`config.mk`:
```
export PLATFORM = sky130hd
export DESIGN_NAME = lru_matrix_mem_flat
export DESIGN_NICKNAME = d
export VERILOG_FILES = /design/src/rtl/cache_pkg.sv /design/src/rtl/lru_matrix_mem_if.sv /design/src/rtl/lru_matrix_mem.sv /design/src/flat_wrapper.sv
export SDC_FILE = /design/constraint.sdc
export NUM_CORES = 1
export LEC_CHECK = 0
export BUFFER_PORTS_ARGS = -buffer_cell sky130_fd_sc_hd__clkbuf_2
export CORE_MARGIN = 3
export CORE_UTILIZATION = 49
export DETAILED_ROUTE_END_ITERATION = 7
export GPL_TIMING_DRIVEN = 0
export PLACE_DENSITY = 0.77
export SETUP_SLACK_MARGIN = 0.1
export SYNTH_ARGS = -nofsm -noshare
export SYNTH_HDL_FRONTEND = slang
export SYNTH_SLANG_ARGS = --single-unit
```
`constraint.sdc`:
```
create_clock -name clk_i -period 1.6 [get_ports clk_i]
set_input_delay 0.16 -clock clk_i [delete_from_list [all_inputs] [get_ports clk_i]]
set_output_delay 0.16 -clock clk_i [all_outputs]
set_load 0.02 [all_outputs]
```
`src/rtl/cache_pkg.sv`:
```
// Shared cache geometry plus the types used by the per-set LRU matrix store.
// A 4-way cache keeps six upper-triangle ordering bits per set.
package cache_pkg;

   localparam int BLOCK_AMOUNT = 4;
   localparam int SET_AMOUNT   = 4;
   localparam int SET_BITS     = $clog2(SET_AMOUNT);
   localparam int MATRIX_WIDTH = BLOCK_AMOUNT * (BLOCK_AMOUNT - 1) / 2;

   typedef enum logic {LM_INIT, LM_IDLE} lru_mem_state_t;

   typedef logic [MATRIX_WIDTH-1:0] lru_vec_t;

   // All ones ranks block 0 as MRU and the last block as the next victim.
   localparam lru_vec_t LRU_INIT_VEC = '1;

endpackage

```
`src/rtl/lru_matrix_mem_if.sv`:
```
// Matrix read/write port between the LRU controller (master) and the matrix store (slave).
interface lru_matrix_mem_if import cache_pkg::*; #(
   parameter int CNT_W = 8
) ();

   logic [SET_BITS-1:0] addr_i;
   logic                we_i;
   lru_vec_t            wdata_i;
   lru_vec_t            rdata_o;
   logic                clear_i;
   logic                ready_o;
   logic [CNT_W-1:0]    drop_cnt_o;

   modport master (
      output addr_i, we_i, wdata_i, clear_i,
      input  rdata_o, ready_o, drop_cnt_o
   );

   modport slave (
      input  addr_i, we_i, wdata_i, clear_i,
      output rdata_o, ready_o, drop_cnt_o
   );

endinterface

```
`src/rtl/lru_matrix_mem.sv`:
```
// Per-set LRU ordering matrix store: asynchronous reads, registered writes, and an
// init sweep after reset or on clear that parks every set at LRU_INIT_VEC.
module lru_matrix_mem import cache_pkg::*; #(
   parameter int CNT_W = 8
) (
   input  logic          clk_i,
   input  logic          rstn_i,
   lru_matrix_mem_if.slave bus
);

   localparam logic [SET_BITS-1:0] LAST_SET = SET_BITS'(SET_AMOUNT - 1);

   lru_vec_t            mem [SET_AMOUNT];

   lru_mem_state_t      state_q, state_d;
   logic [SET_BITS-1:0] ptr_q, ptr_d;
   logic [CNT_W-1:0]    drop_q, drop_d;

   logic                mem_we;
   logic [SET_BITS-1:0] mem_addr;
   lru_vec_t            mem_data;
   logic                drop;
   logic                in_range;

   // Widened compare so a non-power-of-two set count cannot alias onto a real set.
   assign in_range = ({1'b0, bus.addr_i} < (SET_BITS + 1)'(SET_AMOUNT));

   always_ff @(posedge clk_i) begin
      if (!rstn_i) begin
         state_q <= LM_INIT;
         ptr_q   <= '0;
         drop_q  <= '0;
      end else begin
         state_q <= state_d;
         ptr_q   <= ptr_d;
         drop_q  <= drop_d;
      end
   end

   always_comb begin
      state_d  = state_q;
      ptr_d    = ptr_q;
      drop_d   = drop_q;
      mem_we   = 1'b0;
      mem_addr = ptr_q;
      mem_data = LRU_INIT_VEC;
      drop     = 1'b0;

      unique case (state_q)
         LM_INIT: begin
            mem_we = 1'b1;
            drop   = bus.we_i && in_range;
            if (bus.clear_i) begin
               ptr_d = '0;
            end else if (ptr_q == LAST_SET) begin
               ptr_d   = '0;
               state_d = LM_IDLE;
            end else begin
               ptr_d = ptr_q + 1'b1;
            end
         end
         LM_IDLE: begin
            // A clear takes priority and discards any write arriving with it.
            if (bus.clear_i) begin
               state_d = LM_INIT;
               ptr_d   = '0;
               drop    = bus.we_i && in_range;
            end else if (bus.we_i && in_range) begin
               mem_we   = 1'b1;
               mem_addr = bus.addr_i;
               mem_data = bus.wdata_i;
            end
         end
      endcase

      if (drop && (drop_q != '1)) begin
         drop_d = drop_q + 1'b1;
      end
   end

   // The array has no reset of its own; the sweep fills it, and a write in a reset cycle is lost.
   always_ff @(posedge clk_i) begin
      if (rstn_i && mem_we) begin
         mem[mem_addr] <= mem_data;
      end
   end

   assign bus.rdata_o    = ((state_q == LM_IDLE) && in_range) ? mem[bus.addr_i] : LRU_INIT_VEC;
   assign bus.ready_o    = (state_q == LM_IDLE);
   assign bus.drop_cnt_o = drop_q;

endmodule

```
`src/flat_wrapper.sv`:
```
// flat-port wrapper written by rule: the top's interface ports become plain ports
module lru_matrix_mem_flat import cache_pkg::*;
#(
   parameter int CNT_W = 8
)
  (clk_i, rstn_i, bus_addr_i, bus_we_i, bus_wdata_i, bus_clear_i, bus_rdata_o, bus_ready_o, bus_drop_cnt_o);
  lru_matrix_mem_if #(.CNT_W(CNT_W)) bus_i ();
  input  logic clk_i;
  input  logic rstn_i;
  input wire logic [$bits(bus_i.addr_i)-1:0] bus_addr_i;
  input wire logic [$bits(bus_i.we_i)-1:0] bus_we_i;
  input wire logic [$bits(bus_i.wdata_i)-1:0] bus_wdata_i;
  input wire logic [$bits(bus_i.clear_i)-1:0] bus_clear_i;
  output wire logic [$bits(bus_i.rdata_o)-1:0] bus_rdata_o;
  output wire logic [$bits(bus_i.ready_o)-1:0] bus_ready_o;
  output wire logic [$bits(bus_i.drop_cnt_o)-1:0] bus_drop_cnt_o;
  assign bus_i.addr_i = bus_addr_i;
  assign bus_i.we_i = bus_we_i;
  assign bus_i.wdata_i = bus_wdata_i;
  assign bus_i.clear_i = bus_clear_i;
  assign bus_rdata_o = bus_i.rdata_o;
  assign bus_ready_o = bus_i.ready_o;
  assign bus_drop_cnt_o = bus_i.drop_cnt_o;
  lru_matrix_mem #(.CNT_W(CNT_W)) u_core (.clk_i(clk_i), .rstn_i(rstn_i), .bus(bus_i));
endmodule
```
==> results of run 1 <==
[worst max-delay path by stage]
stage,end,depth (start not counted),from
2_1_floorplan,u_core.mem[0][0]$_DFFE_PP_,3,u_core.bus.ready_o$_SDFF_PN0_
3_3_place_gp,u_core.mem[0][2]$_DFFE_PP_,3,u_core.bus.ready_o$_SDFF_PN0_
3_5_place_dp,u_core.mem[0][2]$_DFFE_PP_,3,u_core.bus.ready_o$_SDFF_PN0_
4_1_cts,bus_rdata_o[0],3,u_core.mem[0][0]$_DFFE_PP_
5_1_grt,bus_rdata_o[1],3,u_core.mem[1][1]$_DFFE_PP_
6_report,bus_rdata_o[0],3,u_core.mem[0][0]$_DFFE_PP_
[logic make-up after synthesis]
kind of cell / Yosys count
AND/OR/NAND/NOR: 47
flip-flops: 35
AO/OA/AOI/OAI: 15
multiplexers: 10
buffers and inverters: 9
adder cells (fa/ha/maj): 2
[critical path, delay by kind of cell, from the launching register on]
kind	cells	cell delay [ps]
flip-flops	1	400
multiplexers	1	470
AND/OR/NAND/NOR	1	160
buffers and inverters	1	130
[final cells by class]
type                       count  area, sq um
inverter                       5         18.8
sequential                    35          952
clock inverter                 3         38.8
clock buffer                   5         37.5
tap                           42         52.6
timing repair buffer          31          211
fill                         215          885
buffer                         3         13.8
multi-input combinational     74          667
[layer usage]
layer	track usage	wire, um
met1	0.181	1200
met2	0.309	1660
met3	0.0505	120
met4	0.0497	12
met5	0	0
[flip-flops by register name (all words and copies together) (netlist names)]
name,cells
u_core.ptr_q,2
u_core.mem,24
u_core.bus.ready_o,1
u_core.bus.drop_cnt_o,8
[Yosys cell counts]
cell type	number	area, sq um
nor3_1	2	10.0
nand2b_1	8	50.1
or2_2	6	37.5
o22ai_1	2	12.5
and3_4	1	11.3
clkbuf_1	2	7.51
mux2i_1	3	30.0
a21oi_1	4	20.0
mux4_2	6	135
o31ai_1	1	7.51
nand2_1	6	22.5
nand4_1	3	18.8
mux2_2	1	11.3
o21a_1	2	15.0
ha_1	2	25.0
inv_1	5	18.8
nand3b_1	1	7.51
a211oi_1	2	15.0
and2_4	1	8.76
or4_1	1	7.51
buf_2	1	5.00
and3_1	3	18.8
edfxtp_1	24	721
a31oi_1	1	6.26
buf_6	1	11.3
dfxtp_1	11	220
nand3_1	1	5.00
nor2_1	9	33.8
and4_4	1	11.3
nor3b_1	2	15.0
or3_1	2	12.5
o21ai_0	3	15.0
[power by group through the flow]
stage                     clock (W)  combinational (W)  sequential, W
after floorplan                   0          0.0000613        0.00100
after global placement            0          0.0000951        0.00100
after global routing       0.000661           0.000129       0.000981
after CTS                  0.000616           0.000109       0.000979
after detailed placement          0          0.0000997        0.00100
final                      0.000604           0.000115       0.000979
[per-stage QoR]
stage / hold slack (ps) / cells
finish: 139 / 198
CTS: 96.7 / 197
detailed placement: 457 / 184
floorplan: 277 / 118
global route: 120 / 198
global placement: 451 / 184
[repair_timing]
action                     4_1_cts  5_1_grt
pin swaps                        4        4
hold buffers                     0        0
setup endpoints to repair       33       31
gates resized for setup         10       24
setup buffers                    6        1
==> flow_metrics.env, run 1 <==
export IMPL_preCtsSetupSlack_ps=-186
export IMPL_arrival_ps=1470
export IMPL_die_h_um=62.2
export IMPL_final_antenna_net_count=0
export IMPL_numCtsBuffers=5
export IMPL_worstSkewPairLatency_ps=320
export IMPL_fin_util=0.692
export IMPL_outcome="complete, but fails checks"
export IMPL_hold_class="in2reg"
export IMPL_rows=19
export IMPL_final_cell_mix="edfxtp_1 (24), clkbuf_2 (20), dfxtp_1 (8)"
export IMPL_rrSetupSlack_ps=90
export IMPL_slew_violations=0
export IMPL_violations="setup timing"
export IMPL_grt_pass1_vias=1073
export IMPL_antennaDiodeCount=0
export IMPL_synth_area_sq_mm=0.00155
export IMPL_rsz0062_at_grt="yes"
export IMPL_vias=1056
export IMPL_gp_congestion=0.758
export IMPL_h_tree_depth=2
export IMPL_cp_required_ps=1440
export IMPL_fmax_mhz=612
export IMPL_hold_end="u_core.bus.drop_cnt_o[1]$_SDFFE_PN0P_"
export IMPL_end_kind="output pin"
export IMPL_overflow=0
export IMPL_via_per_inst=5.33
export IMPL_r2r_end="u_core.mem[2][1]$_DFFE_PP_"
export IMPL_syn2layout_area_growth_pct=28.8
export IMPL_ios=27
export IMPL_switchingPower_w=0.000353
export IMPL_yosys_area_share_adder=0.0162
export IMPL_hold_depth=2
export IMPL_start_util=0.538
export IMPL_synth_avg_cell_area_sq_um=13.1
export IMPL_synth_compound_area_frac=0.0591
export IMPL_final_layout_size_suffix_gt1_frac=0.468
export IMPL_final_common_cell="edfxtp_1"
export IMPL_final_area_sq_mm=0.00199
export IMPL_dp_hpwl_um=2150
export IMPL_core_area_sq_mm=0.00288
export IMPL_grt_start_max_net_pins=12
export IMPL_nets=169
export IMPL_hold_viol_final=0
export IMPL_yosys_warnings=0
export IMPL_grt_util_all_layers=0.166
export IMPL_yosysUniqueCellTypes=32
export IMPL_peakVddDrop_mv=0.457
export IMPL_ys_seq_area_frac=0.608
export IMPL_cpPeakStageDelay_ps=470
export IMPL_die_area_sq_mm=0.00387
export IMPL_antenna_found_initial=0
export IMPL_leakagePower_nw=0.714
export IMPL_ff2ff_path_depth=4
export IMPL_worstMarginPinSlew_ps=526
export IMPL_crit_path_top_delay_cell="mux4_2"
export IMPL_power_total_w=0.00170
export IMPL_clkTransAtPathRegs_ps=100
export IMPL_start_kind="register"
export IMPL_maxCapViolations=0
export IMPL_fin_worst_skew_ps=2.54
export IMPL_dr_pass1_iters=4
export IMPL_synth_top_family_by_area="simple AND/OR/NAND/NOR gates"
export IMPL_worstSetupPathType="reg2out"
export IMPL_pwr_share_clk=0.356
export IMPL_avgRoutedWirePerCell_um=15.1
export IMPL_grt_pass1_wl_um=4970
export IMPL_switching_share=0.208
export IMPL_synth_nets=132
export IMPL_clockRootBuffer="clkbuf_4"
export IMPL_period_share=1.02
export IMPL_power_density_mw_per_mm2=853
export IMPL_clock_sinks=35
export IMPL_p_int_w=0.00135
export IMPL_setup_ws_ps=-34.5
export IMPL_portBuffers=24
export IMPL_crit_fanout=1
export IMPL_worstHoldStart="rstn_i"
export IMPL_relSlewSlack=0.649
export IMPL_setup_violations_final=6
export IMPL_synthMuxAreaShare=0.114
export IMPL_wirelength_um=3000
export IMPL_place_area_sq_mm=0.00175
export IMPL_power_frac_comb=0.067
export IMPL_synth_xor_area_frac=0
export IMPL_period_needed_ps=1630
export IMPL_die_x_um=62.2
export IMPL_tritoncts="done"
export IMPL_path_cells="mux4_2, nand2b_4, buf_8"
export IMPL_yosys_area_share_simple=0.175
export IMPL_finalSetupTns_ps=-95.4
export IMPL_p_seq_frac=0.577
export IMPL_drc_errors=0
export IMPL_cts_max_path_buffers=2
export IMPL_drtIter0Drc=28
export IMPL_synth_seq_cells=35
export IMPL_r2r_start="u_core.bus.ready_o$_SDFF_PN0_"
export IMPL_netlist_instances=118
No activity file was read; power rests on OpenSTA's default activity.
==> run 2, diff against run 1 <==
CORE_ASPECT_RATIO = 1.25   (was default)
CORE_MARGIN = default   (was 3)
==> run 2 against run 1 <==
  * The flow still finishes with violations (setup timing)
  * Sequential share of layout area decreased by 1.3 points
  * Critical path depth unchanged
  * Non-clock buffer count increased by 6
  * Design area increased by 2.8%
  * Worst setup slack got worse by 34 ps
  * First-iteration DRC count increased by 100%
  * Cell count unchanged
  * Core utilization decreased by 0.39 points
  * Via count increased by 4.3%
  * Critical endpoint is now bus_rdata_o[2]
==> flow_metrics.env, run 2 (synthesis results as in run 1) <==
export IMPL_antenna_found_initial=0
export IMPL_hold_viol_final=0
export IMPL_rows=22
export IMPL_drtIter0Drc=57
export IMPL_setup_violations_final=18
export IMPL_h_tree_depth=2
export IMPL_dp_hpwl_um=1990
export IMPL_final_layout_size_suffix_gt1_frac=0.494
export IMPL_clock_sinks=35
export IMPL_fmax_mhz=599
export IMPL_gp_congestion=0.712
export IMPL_grt_pass1_vias=1046
export IMPL_tritoncts="done"
export IMPL_dr_pass1_iters=4
export IMPL_grt_util_all_layers=0.200
export IMPL_setup_ws_ps=-68.5
export IMPL_worstSkewPairLatency_ps=340
export IMPL_worstMarginPinSlew_ps=515
export IMPL_fin_worst_skew_ps=12.4
export IMPL_largest_register_ffs=24
export IMPL_peakVddDrop_mv=0.498
export IMPL_leakagePower_nw=0.754
export IMPL_via_per_inst=5.56
export IMPL_wirelength_um=3220
export IMPL_top_register="u_core.mem"
export IMPL_cp_required_ps=1440
export IMPL_clockRootBuffer="clkbuf_4"
export IMPL_clkTransAtPathRegs_ps=100
export IMPL_power_density_mw_per_mm2=758
export IMPL_vias=1101
export IMPL_grt_start_max_net_pins=11
export IMPL_worst_path_buf_inv=1
export IMPL_crit_path_top_delay_cell="mux4_2"
export IMPL_relSlewSlack=0.657
export IMPL_hold_class="in2reg"
export IMPL_critPathTopFamily="multiplexers"
export IMPL_path_cells="mux4_2, nand2b_4, buf_8"
export IMPL_drc_errors=0
export IMPL_numCtsBuffers=5
export IMPL_period_needed_ps=1670
export IMPL_nets=175
export IMPL_syn2layout_area_growth_pct=32.4
export IMPL_period_share=1.04
export IMPL_core_area_sq_mm=0.00297
export IMPL_avgRoutedWirePerCell_um=16.2
export IMPL_overflow=0
export IMPL_rsz0062_at_grt="yes"
export IMPL_slew_violations=0
export IMPL_final_area_sq_mm=0.00205
export IMPL_end_kind="output pin"
export IMPL_ios=27
export IMPL_maxCapViolations=0
export IMPL_arrival_ps=1510
export IMPL_start_kind="register"
export IMPL_cts_max_path_buffers=2
export IMPL_grt_pass1_wl_um=4690
export IMPL_final_antenna_net_count=0
export IMPL_die_area_sq_mm=0.00339
export IMPL_final_cell_mix="edfxtp_1 (24), clkbuf_2 (19), buf_4 (13), dfxtp_1 (8), mux4_2 (6)"
export IMPL_worst_hold_slack_ps=115
export IMPL_violations="setup timing"
export IMPL_cpPeakStageDelay_ps=480
export IMPL_final_common_cell="edfxtp_1"
export IMPL_die_h_um=64.8
export IMPL_worstSetupPathType="reg2out"
export IMPL_die_x_um=52.3
export IMPL_ctsHoldBuffers=0
export IMPL_antennaDiodeCount=0
export IMPL_outcome="complete, but fails checks"
export IMPL_portBuffers=24
export IMPL_place_area_sq_mm=0.00174
export IMPL_crit_fanout=1
export IMPL_start_util=0.520
## run 2: final timing paths
kind	from	end	slack [ps]	depth (start not counted)
setup / recovery	u_core.mem[2][2]$_DFFE_PP_	bus_rdata_o[2]	-70	3
hold / removal	bus_wdata_i[3]	u_core.mem[2][3]$_DFFE_PP_	110	2
setup reg to reg	u_core.bus.ready_o$_SDFF_PN0_	u_core.mem[0][0]$_DFFE_PP_	-50	4
hold reg to reg	u_core.bus.drop_cnt_o[2]$_SDFFE_PN0P_	u_core.bus.drop_cnt_o[2]$_SDFFE_PN0P_	510	1
## run 2: report_power, final
group          internal [W]  leakage [nW]  switching (W)
Clock              0.000163        0.0273       0.000278
Sequential         0.000969         0.306     0.00000957
Combinational     0.0000636         0.420      0.0000694
## run 2: worst register-to-register path, delay by kind of cell (launching register included)
kind,cells,cell delay [ps]
buffers and inverters,1,220
flip-flops,1,370
multiplexers,1,330
AND/OR/NAND/NOR,2,430
## run 2: per-layer routing
metal,wire [um],share of wire,track usage,vias to the layer above
met5,0,0,0,-
met4,53,0.016,0.0954,0
met3,117,0.036,0.0563,7
met2,1800,0.56,0.348,30
met1,1240,0.39,0.219,540
li1,-,-,-,524
## run 2: layout make-up
| type | count | area [sq um] |
|---|---|---|
| plain buffers | 3 | 13.8 |
| clock buffers | 6 | 41.3 |
| clock inverters | 2 | 7.51 |
| fillers | 218 | 926 |
| inverters | 5 | 18.8 |
| multi-input cells | 74 | 706 |
| flip-flops and latches | 35 | 952 |
| well taps | 36 | 45.0 |
| repair buffers | 37 | 263 |
## run 2: stage by stage
stage	cells	utilization	setup TNS (ps)	setup slack [ps]	power, W
6_report	198	0.689	-747	-68.5	0.00155
5_1_grt	198	0.689	-1550	-122	0.00161
4_1_cts	196	0.652	-348	-80.7	0.00155
3_5_place_dp	178	0.586	-4000	-234	0.00110
3_3_place_gp	178	0.586	-3210	-199	0.00110
2_1_floorplan	118	-	0	72.2	0.00107
## run 2: timing repair
action | in CTS | in global routing
setup endpoints to repair | 32 | 43
pin swaps | 4 | 7
buffers inserted | 11 | 2
gates resized for setup | 16 | 28
==> run 3, diff against run 2 <==
--- a/config.mk
+++ b/config.mk
@@ -8,2 +8,3 @@
 export BUFFER_PORTS_ARGS = -buffer_cell sky130_fd_sc_hd__clkbuf_2
+export CAP_MARGIN = 10
 export CORE_ASPECT_RATIO = 1.25
==> constraint.sdc (replaced) <==
create_clock -name clk_i -period 1.6 [get_ports clk_i]
set_input_delay 0.32 -clock clk_i [delete_from_list [all_inputs] [get_ports clk_i]]
set_output_delay 0.32 -clock clk_i [all_outputs]
set_load 0.02 [all_outputs]
==> run 3 against run 2 <==
  * The run still ends with setup timing left
  * Via count is 2.9% higher
  * Design area up 0.18%
  * Worst setup slack lost 130 ps
  * Critical path depth unchanged
  * Register-to-register slack barely moved
  * Clock-buffer cell count rose by 1
  * Clock power increased by 10%
  * Hold slack better by 150 ps
  * Non-clock buffer count is 2 lower
  * Critical path type unchanged
==> flow_metrics.env, run 3 (synthesis results as in run 1) <==
export IMPL_grt_util_all_layers=0.218
export IMPL_crit_fanout=1
export IMPL_rrSetupSlack_ps=-50
export IMPL_final_cells=196
export IMPL_die_h_um=64.8
export IMPL_worstMarginPinSlew_ps=560
export IMPL_gp_congestion=0.776
export IMPL_syn2layout_area_growth_pct=32.6
export IMPL_final_common_cell="edfxtp_1"
export IMPL_ios=27
export IMPL_leakagePower_nw=0.759
export IMPL_start_util=0.520
export IMPL_hold_end="u_core.bus.drop_cnt_o[1]$_SDFFE_PN0P_"
export IMPL_grt_pass1_vias=1165
export IMPL_r2r_end="u_core.mem[1][4]$_DFFE_PP_"
export IMPL_fin_worst_skew_ps=16.1
export IMPL_h_tree_depth=2
export IMPL_preCtsSetupSlack_ps=-304
export IMPL_wirelength_um=3200
export IMPL_hold_depth=2
export IMPL_clkTransAtPathRegs_ps=110
export IMPL_fin_util=0.690
export IMPL_nets=173
export IMPL_final_antenna_net_count=0
export IMPL_die_x_um=52.3
export IMPL_cts_max_path_buffers=2
export IMPL_overflow=0
export IMPL_top_register="u_core.mem"
export IMPL_period_share=1.12
export IMPL_largest_register_ffs=24
export IMPL_hold_viol_final=0
export IMPL_final_layout_size_suffix_gt1_frac=0.494
export IMPL_rows=22
export IMPL_vias=1133
export IMPL_worstSetupPathType="reg2out"
export IMPL_slew_violations=0
export IMPL_worstSkewPairLatency_ps=330
export IMPL_fillers=207
export IMPL_drtIter0Drc=47
export IMPL_relSlewSlack=0.627
export IMPL_finalSetupTns_ps=-1300
export IMPL_numCtsBuffers=5
export IMPL_dp_hpwl_um=2130
export IMPL_tritoncts="done"
export IMPL_avgRoutedWirePerCell_um=16.3
export IMPL_setup_ws_ps=-196
export IMPL_die_area_sq_mm=0.00339
export IMPL_end_kind="output pin"
export IMPL_setup_violations_final=12
export IMPL_peakVddDrop_mv=0.657
export IMPL_fmax_mhz=557
export IMPL_ctsHoldBuffers=0
export IMPL_start_kind="register"
export IMPL_dr_pass1_iters=4
export IMPL_drc_errors=0
export IMPL_placed_cells=178
export IMPL_ff2ff_path_depth=4
export IMPL_grt_start_max_net_pins=11
export IMPL_cp_required_ps=1280
export IMPL_final_area_sq_mm=0.00205
export IMPL_maxCapViolations=0
export IMPL_hold_class="in2reg"
export IMPL_grt_pass1_wl_um=5150
export IMPL_core_area_sq_mm=0.00297
export IMPL_r2r_start="u_core.bus.ready_o$_SDFF_PN0_"
export IMPL_final_cell_mix="edfxtp_1 (24), clkbuf_2 (19), buf_4 (9), buf_6 (9), dfxtp_1 (8)"
export IMPL_portBuffers=24
export IMPL_worstHoldStart="rstn_i"
export IMPL_antennaDiodeCount=0
export IMPL_rsz0062_at_grt="yes"
export IMPL_power_density_mw_per_mm2=778
export IMPL_via_per_inst=5.78
export IMPL_period_needed_ps=1800
export IMPL_outcome="complete, but fails checks"
export IMPL_arrival_ps=1480
export IMPL_violations="setup timing"
export IMPL_place_area_sq_mm=0.00179
export IMPL_clockRootBuffer="clkbuf_4"
export IMPL_antenna_found_initial=0
export IMPL_clock_sinks=35
[run 3: cell type report]
class,instances,area [sq um],share of cell area
clock inverters,1,3.75,0.00183
plain buffers,3,16.3,0.00793
flip-flops and latches,35,952,0.464
inverters,5,18.8,0.00915
multi-input cells,74,708,0.345
repair buffers,35,251,0.123
clock buffers,7,55.1,0.0268
well taps,36,45.0,0.0220
[run 3: metal layers]
layer	vias up	global-route usage	part of all wire
met5	-	0	0
met3	11	0.0681	0.054
met1	551	0.251	0.39
li1	526	-	-
met4	0	0.115	0.027
met2	45	0.356	0.53
[run 3: worst max-delay path by stage]
stage               cells past startpoint                          to                     startpoint
floorplan                               3  u_core.mem[0][0]$_DFFE_PP_  u_core.bus.ready_o$_SDFF_PN0_
global placement                        4  u_core.mem[0][4]$_DFFE_PP_                       bus_we_i
detailed placement                      4  u_core.mem[1][4]$_DFFE_PP_                       bus_we_i
CTS                                     3              bus_rdata_o[4]     u_core.mem[0][4]$_DFFE_PP_
global route                            3              bus_rdata_o[5]     u_core.mem[0][5]$_DFFE_PP_
finish                                  3              bus_rdata_o[5]     u_core.mem[3][5]$_DFFE_PP_
[run 3: where the power goes]
group / internal, W / total [W] / switching (W)
clock: 0.000211 / 0.000484 / 0.000274
combinational: 0.0000655 / 0.000132 / 0.0000661
sequential: 0.000969 / 0.000980 / 0.0000103
[run 3: metrics by stage]
step	total power [W]	hold WS, ps
2_1_floorplan	0.00107	437
3_3_place_gp	0.00110	480
3_5_place_dp	0.00111	504
4_1_cts	0.00160	252
5_1_grt	0.00164	268
6_report	0.00160	267
[run 3: timing repair]
action                                  in CTS  in global routing
pin swaps                                    9                  5
setup buffers                               10                  2
endpoints found under the setup margin      35                 52
gates resized for setup                     13                 28
[run 3: worst max-delay path: stages (launching register included)]
cell and delay [ps]:
edfxtp_1 380, mux4_2 470, nand2b_4 150, buf_6 140
